==> config.mk <==
export PLATFORM = sky130hd
export DESIGN_NAME = pipe_stage_skid
export DESIGN_NICKNAME = d
export VERILOG_FILES = /design/src/rtl/pipe_pkg.sv /design/src/rtl/pipe_sat_cnt.sv /design/src/rtl/pipe_stage_skid.sv
export SDC_FILE = /design/constraint.sdc
export NUM_CORES = 1
export LEC_CHECK = 0
export BUFFER_PORTS_ARGS = -buffer_cell sky130_fd_sc_hd__buf_2
export CORE_ASPECT_RATIO = 0.7
export CORE_MARGIN = 2
export CORE_UTILIZATION = 40
export DETAILED_ROUTE_END_ITERATION = 10
export GPL_TIMING_DRIVEN = 0
export PLACE_DENSITY = 0.64
export SYNTH_ARGS = -nofsm -noshare
export SYNTH_HDL_FRONTEND = slang
export SYNTH_HIERARCHICAL = 1
export SYNTH_SLANG_ARGS = --single-unit
==> constraint.sdc <==
create_clock -name clk_i -period 2.4 [get_ports clk_i]
set_input_delay 0.48 -clock clk_i [delete_from_list [all_inputs] [get_ports clk_i]]
set_output_delay 0.48 -clock clk_i [all_outputs]
set_load 0.05 [all_outputs]
==> src/rtl/pipe_pkg.sv <==
// Shared definitions for the flushable pipeline stage: FSM state encoding and width.
package pipe_pkg;

    localparam int ST_W = 2;

    typedef enum logic [ST_W-1:0] {
        ST_EMPTY = 2'd0,
        ST_MAIN  = 2'd1,
        ST_FULL  = 2'd2
    } state_e;

endpackage

==> src/rtl/pipe_sat_cnt.sv <==
// Saturating up-counter with synchronous clear; clear wins over increment.
module pipe_sat_cnt #(
    parameter int CNT_W = 16
) (
    input  logic             clk_i,
    input  logic             rst_ni,
    input  logic             inc,
    input  logic             clr,
    output logic [CNT_W-1:0] value
);

    logic [CNT_W-1:0] value_q;
    logic [CNT_W-1:0] value_d;

    always_comb begin
        value_d = value_q;
        if (clr) begin
            value_d = '0;
        end else if (inc && (value_q != {CNT_W{1'b1}})) begin
            value_d = value_q + {{(CNT_W-1){1'b0}}, 1'b1};
        end
    end

    always_ff @(posedge clk_i or negedge rst_ni) begin
        if (!rst_ni) begin
            value_q <= '0;
        end else begin
            value_q <= value_d;
        end
    end

    assign value = value_q;

endmodule

==> src/rtl/pipe_stage_skid.sv <==
// Flushable valid/ready pipeline stage register with optional 2-entry skid buffer
// and a saturating stall-cycle counter. Bubbles always carry zero control.
module pipe_stage_skid
    import pipe_pkg::*;
#(
    parameter int DATA_W = 160,
    parameter int CTRL_W = 8,
    parameter int CNT_W  = 16,
    parameter int SKID   = 1
) (
    input  logic              clk_i,
    input  logic              start_i,
    input  logic              flush_i,
    input  logic              cnt_clr_i,
    input  logic              valid_i,
    output logic              ready_o,
    input  logic [DATA_W-1:0] data_i,
    input  logic [CTRL_W-1:0] ctrl_i,
    output logic              valid_o,
    input  logic              ready_i,
    output logic [DATA_W-1:0] data_o,
    output logic [CTRL_W-1:0] ctrl_o,
    output logic [CNT_W-1:0]  stall_cnt_o
);

    state_e            state_q;
    state_e            state_d;
    logic [DATA_W-1:0] main_data_q;
    logic [DATA_W-1:0] main_data_d;
    logic [CTRL_W-1:0] main_ctrl_q;
    logic [CTRL_W-1:0] main_ctrl_d;
    logic [DATA_W-1:0] skid_data_q;
    logic [CTRL_W-1:0] skid_ctrl_q;
    logic              in_fire;
    logic              out_fire;
    logic              stall_inc;

    assign valid_o   = (state_q != ST_EMPTY);
    assign in_fire   = valid_i & ready_o;
    assign out_fire  = valid_o & ready_i;
    assign data_o    = main_data_q;
    assign ctrl_o    = main_ctrl_q;
    assign stall_inc = valid_o & ~ready_i;

    always_comb begin
        state_d     = state_q;
        main_data_d = main_data_q;
        main_ctrl_d = main_ctrl_q;
        // Flush overrides every transfer; a beat accepted this cycle is dropped.
        if (flush_i) begin
            state_d = ST_EMPTY;
        end else begin
            case (state_q)
                ST_EMPTY: begin
                    if (in_fire) begin
                        state_d     = ST_MAIN;
                        main_data_d = data_i;
                        main_ctrl_d = ctrl_i;
                    end
                end
                ST_MAIN: begin
                    if (in_fire && out_fire) begin
                        main_data_d = data_i;
                        main_ctrl_d = ctrl_i;
                    end else if (in_fire && (SKID != 0)) begin
                        state_d = ST_FULL;
                    end else if (out_fire) begin
                        state_d = ST_EMPTY;
                    end
                end
                ST_FULL: begin
                    if (out_fire) begin
                        state_d     = ST_MAIN;
                        main_data_d = skid_data_q;
                        main_ctrl_d = skid_ctrl_q;
                    end
                end
                default: begin
                    state_d = ST_EMPTY;
                end
            endcase
        end
        // Data is left stale on a bubble; only control must read as zero.
        if (state_d == ST_EMPTY) begin
            main_ctrl_d = '0;
        end
    end

    always_ff @(posedge clk_i or negedge start_i) begin
        if (!start_i) begin
            state_q     <= ST_EMPTY;
            main_data_q <= '0;
            main_ctrl_q <= '0;
        end else begin
            state_q     <= state_d;
            main_data_q <= main_data_d;
            main_ctrl_q <= main_ctrl_d;
        end
    end

    generate
        if (SKID != 0) begin : g_skid
            logic [DATA_W-1:0] skid_data_d;
            logic [CTRL_W-1:0] skid_ctrl_d;
            logic              skid_load;
            logic              ready_q;
            logic              ready_d;

            assign skid_load = ~flush_i & (state_q == ST_MAIN) & in_fire & ~out_fire;

            always_comb begin
                skid_data_d = skid_data_q;
                skid_ctrl_d = skid_ctrl_q;
                if (skid_load) begin
                    skid_data_d = data_i;
                    skid_ctrl_d = ctrl_i;
                end
                ready_d = (state_d != ST_FULL);
            end

            always_ff @(posedge clk_i or negedge start_i) begin
                if (!start_i) begin
                    skid_data_q <= '0;
                    skid_ctrl_q <= '0;
                    ready_q     <= 1'b0;
                end else begin
                    skid_data_q <= skid_data_d;
                    skid_ctrl_q <= skid_ctrl_d;
                    ready_q     <= ready_d;
                end
            end

            assign ready_o = ready_q;
        end else begin : g_noskid
            // Single entry: accept only when the held beat leaves this cycle.
            assign skid_data_q = '0;
            assign skid_ctrl_q = '0;
            assign ready_o     = start_i & (~valid_o | ready_i);
        end
    endgenerate

    pipe_sat_cnt #(
        .CNT_W(CNT_W)
    ) u_stall_cnt (
        .clk_i (clk_i),
        .rst_ni(start_i),
        .inc   (stall_inc),
        .clr   (cnt_clr_i),
        .value (stall_cnt_o)
    );

endmodule

==> Yosys cells after proc, flatten, opt, wreduce, memory -nomap -nowiden <==
Cells that the tools add are included.
{ "classes": {"add_sub_neg": 1, "n_eq_ne": 11, "mux": 19, "bitwise_logic": 9, "n_reduce_logical": 10} }
{ "ops": {"columns": ["operator", "count"], "rows": [
  ["$mux W160", 3],
  ["$pmux W160 S3", 1],
  ["$mux W8", 5],
  ["$mux W16", 2],
  ["$pmux W8 S3", 1],
  ["$add A16 B1 Y16 const B", 1],
  ["$ne A16 B16 Y1 const B", 1],
  ["$mux W2", 6],
  ["$reduce_and A5 Y1", 2],
  ["$ne A3 B3 Y1 const B", 3],
  ["$ne A2 B2 Y1 const B", 4],
  ["$and A1 B1 Y1", 6],
  ["$pmux W2 S3", 1],
  ["$logic_not A2 Y1", 2],
  ["$reduce_bool A2 Y1", 2],
  ["$reduce_bool A4 Y1", 1],
  ["$not A1 Y1", 3],
  ["$reduce_bool A3 Y1", 1],
  ["$eq A2 B1 Y1 const B", 1],
  ["$eq A2 B2 Y1 const B", 1],
  ["$logic_and A1 B1 Y1", 2],
  ["$ne A2 B1 Y1 const B", 1]
]} }
{ "totals": {"reg_bits": 355, "in_bits": 174, "output_inout_bits": 186, "word_cells": 57} }

==> Longest topological paths before layout <==
{ "depth": {"word_depth": 10, "depth_mapped": 7, "depth_no_buf": 5} }

==> By module <==
Netlist, hierarchy kept.
{ "modules_own_cells": {"columns": ["module", "n_inst", "cells_each", "area_per_inst_um2", "seq_area_each_um2"], "rows": [
  ["pipe_stage_skid", 1, 1107, 14147.3, 8483.1],
  ["pipe_sat_cnt", 1, 98, 942.2, 400.4]
]} }

==> Worst setup path before layout <==
Ideal clock, no wire load.
{ "synth_timing": {"path_kind": "register to register", "from": "register u_stall_cnt.value_q[0] (netlist: u_stall_cnt/value[0])", "to": "register u_stall_cnt.value_q[15] (netlist: u_stall_cnt/value[15])", "setup_ns": 0.128, "t_arrival_ns": 1.988, "required_time_ns": 2.272, "slack_ns": 0.284, "path_stages_with_launch": 6, "path_buffers": 0, "period_less_slack_ns": 2.116, "cell_sequence": "dfrtp_1 ha_1 nand4_2 nor4_4 nor4_1 mux2_1"} }
{ "synth_between": {"elab_chain_len": 3, "word_cells_on_any_way": 6, "classes_between": "1 x add/sub; 1 x eq/ne; 2 x mux; 2 x reduce/logical"} }
{ "synth_lines": {"columns": ["item", "line", "text"], "rows": [
  ["start, declared", "pipe_sat_cnt.sv:12", "logic [CNT_W-1:0] value_q;"],
  ["start signal, assigned", "pipe_sat_cnt.sv:28", "value_q <= value_d;"],
  ["$add A16 B1 Y16 / $ne A16 B16 Y1 (equally long branches)", "pipe_sat_cnt.sv:20, pipe_sat_cnt.sv:19", null],
  ["$mux W16 / $logic_and A1 B1 Y1 (equally long branches)", "pipe_sat_cnt.sv:19", "end else if (inc && (value_q != {CNT_W{1'b1}})) begin"],
  ["$mux W16 / $reduce_bool A2 Y1 (equally long branches)", null, null]
]} }
Several ways; a longest one is shown, not always the timed one. The select of a mux whose other input is x is not followed.
A chain may end at the register's enable or synchronous reset.

==> Worst setup path after layout <==
{ "layout_timing": {"from": "register state_q[1]", "to": "register u_stall_cnt.value_q[13] (netlist: u_stall_cnt/value[13])"} }
{ "layout_between": {"elab_chain_len": 4} }
{ "layout_lines": {"columns": ["item", "line", "text"], "rows": [
  ["start, declared", "pipe_stage_skid.sv:26", "state_e state_q;"],
  ["start signal, assigned", "pipe_stage_skid.sv:95", "state_q <= state_d;"],
  ["$reduce_bool A2 Y1", "pipe_stage_skid.sv:38", "assign valid_o = (state_q != ST_EMPTY);"],
  ["$and A1 B1 Y1", "pipe_stage_skid.sv:43", "assign stall_inc = valid_o & ~ready_i;"],
  ["net stall_inc", "pipe_stage_skid.sv:36", "logic stall_inc;"],
  ["$logic_and A1 B1 Y1", "pipe_sat_cnt.sv:19", null],
  ["$reduce_bool A2 Y1 (no source line)", null, null]
]} }
The timed path passes the listed nets, and every way through them passes these cells.

==> run metrics <==
startpoint type of the worst setup path=flop; share of layout cells above drive strength 1=33.6%; Residual DRC=0; GR Util All Layers=20.2%; unrepaired setup endpoints after global routing=no; Syn Nets=1,380; final hold viol count=0; Slew Viols, Final=0; Mapped Cells=1,205; slew margin rel.=49.7%; CTS Buf Count=37; critical path cell sequence=nor2_1 > nor2_1 > inv_1 > clkbuf_1 > nor4_1 > mux2_1; design area=18,800 sq um; flops & latches, synth=355; final net count=1,782; clock buffer depth=3; footprint of the multi-input gates=5730 sq um; vias per cell=5.15; DR iter-0 viols=680; CP Capture Type=flop; power per cell area=986 nW/um^2; DP Area=17,600 sq um; CP endpoint=u_stall_cnt/value[13]$_DFFE_PN0P_; GRT overflow=0; Max-Cap Viols=0; GPL Wtd Cong=0.857; Synth Cell Area=15,100 sq um; clock root cell=clkbuf_16; vias in the first global route=11,200; most frequent cell after synthesis=dfrtp_1; DR vias=10,900; H-tree lvl count=2; Critical Path RT=2790 ps; Die Y=167 um; Main synth FF type=dfrtp_1; P_leak=9.79 nW; area grow syn2layout=24.5%; Initial Utilization=40.6%; Min-Delay Path Class=input port to flop; biggest area consumer among synthesized cells=dfrtp_1; CTS sink count=355; worst reg2reg startpoint=state_q[1]$_DFF_PN0_; core area=37,200 sq um; Worst path depth=6; Slew @ Worst Pin=754 ps; cell family with most CP delay=simple AND/OR/NAND/NOR gates; Post-synth top cells=dfrtp_1 (355), a21oi_1 (173), mux2i_1 (168), nor2_1 (168), mux2_1 (124); FF+latch area=8880 sq um; Util after Layout=50.5%; post-synthesis sequential area ratio=58.9%; Worst path max stage delay=500 ps; FMAX=428 MHz; final setup margin=62.0 ps; largest net degree at the start of global routing=121; Yosys top cell area share=58.9%; Die Wd=236 um; io pins=360; CP Max Fanout=10; Routed Antenna Nets=0; status=complete, no violations; Crit Path Category=flop to flop; DP Wirelength=28,300 um; Worst Path Arrival=2730 ps; clk_skew=10.4 ps; die area=39,300 sq um; WL per Instance=18.9 um; first-pass detailed-route iteration total=5; fin crit period=2340 ps; pre-CTS setup slack=-16.3 ps; ys async rst share=100%; worst setup path start=state_q[1]$_DFF_PN0_; Crit-path slowest cell=nor4_1; first-pass GRT wire length=63,500 um; final wirelength=40,100 um; CTS tree=yes; Post-CTS Setup Repair Bufs=0; yosys warns=6; R2R depth=6; antenna violations before repair=18; post-synthesis area per instance=12.5 sq um; number of distinct library cells after synthesis=42; R2R Setup Slk=60 ps; Placement Rows=59; Fillers=3,358; Peak VDD IR=544 uV; clock slew at reported path FFs=60 ps; number of synthesized flops with an enable pin=0; clk_lat worst skew=510 ps; synth top area cells=dfrtp_1 (59%), mux2i_1 (11%), mux2_1 (9.3%), a21oi_1 (5.7%), nor2_1 (4.2%); dominant cell type by count on the critical path=nor2_1; Critical path buffers and inverters=2; # port buffers=359; crit share post-route=97.4%; setup violators final=0; reg2reg end=u_stall_cnt/value[13]$_DFFE_PN0P_
stage by stage:
stage / hold WS [ps] / total power, mW / setup TNS (ps) / std cells
after floorplan: 184 / 11.6 / 0 / 1205
after global placement: 472 / 12.9 / -2180570 / 2052
after detailed placement: 466 / 13.1 / -72.0 / 2055
after CTS: 158 / 18.7 / 0 / 2116
after global routing: 172 / 19.4 / 0 / 2124
final: 188 / 18.5 / 0 / 2125
state kept, by name, indices dropped and copies added (netlist names):
signal	flops
skid_ctrl_q	8
skid_data_q	160
u_stall_cnt/value	16
ready_o	1
ctrl_o	8
data_o	160
state_q	2
cell usage in the layout (no fill, tap or decap), drive strengths merged, types with 2 or more instances in the layout:
master	count
nand2b	2
mux2i	168
or4	7
mux2	172
diode	9
o211a	8
a211oi	2
inv	4
dfrtp	355
nand2	17
o21ai	4
nor2b	4
a31oi	2
a21oi	173
clkinv	2
nand4	7
nand3b	2
and3	3
and4	2
nor2	168
buf	435
nand3	4
or3	3
o31ai	7
nor4	5
clkbuf	61
layout make-up:
cell class | count | share of cell area, %
sequential | 355 | 47.3
buffer | 78 | 2.48
clock inverter | 4 | 0.253
timing repair buffer | 363 | 10.1
multi-input combinational | 768 | 30.5
antenna | 9 | 0.120
tap | 488 | 3.25
clock buffer | 56 | 5.89
inverter | 4 | 0.0799
cell families (layout without fill, tap and decap cells):
logic type	after synthesis	count (layout)	synth area share, %
flops	355	355	58.9
mux	340	340	24.0
simple gates	227	227	6.64
compound gates	200	200	7.25
buf+inv	82	505	3.18
fa+ha+maj	1	1	0.0829
other cells	0	9	0
what timing repair did:
item | in CTS | in global routing
gates resized for setup | 0 | 3
hold buffers | 1 | 0
endpoints found under the hold margin | 62 | 0
setup endpoints to repair | 0 | 11
per-layer routing:
metal  wire length (um)  vias to the layer above  track usage (%)
met4               1280                       14             7.15
met5                 92                        -                0
met2              17900                      302             30.4
li1                   -                     5086                -
met3               2830                       97             5.95
met1              18000                     5435             27.7
power by group:
group	total [mW]	internal, mW	switching [mW]
clock	5.56	3.27	2.30
combinational	4.83	1.47	3.36
sequential	8.13	7.41	0.717
worst min-delay path by stage:
stage | start | to | cells past startpoint
floorplan | start_i | ctrl_o[0]$_DFFE_PN0P_ | 0
global placement | skid_data_q[71]$_DFFE_PN0P_ | skid_data_q[71]$_DFFE_PN0P_ | 1
detailed placement | start_i | skid_data_q[40]$_DFFE_PN0P_ | 1
CTS | data_i[56] | skid_data_q[56]$_DFFE_PN0P_ | 2
global route | data_i[104] | skid_data_q[104]$_DFFE_PN0P_ | 2
finish | data_i[56] | skid_data_q[56]$_DFFE_PN0P_ | 2
Power figures use the tool's default switching activity.
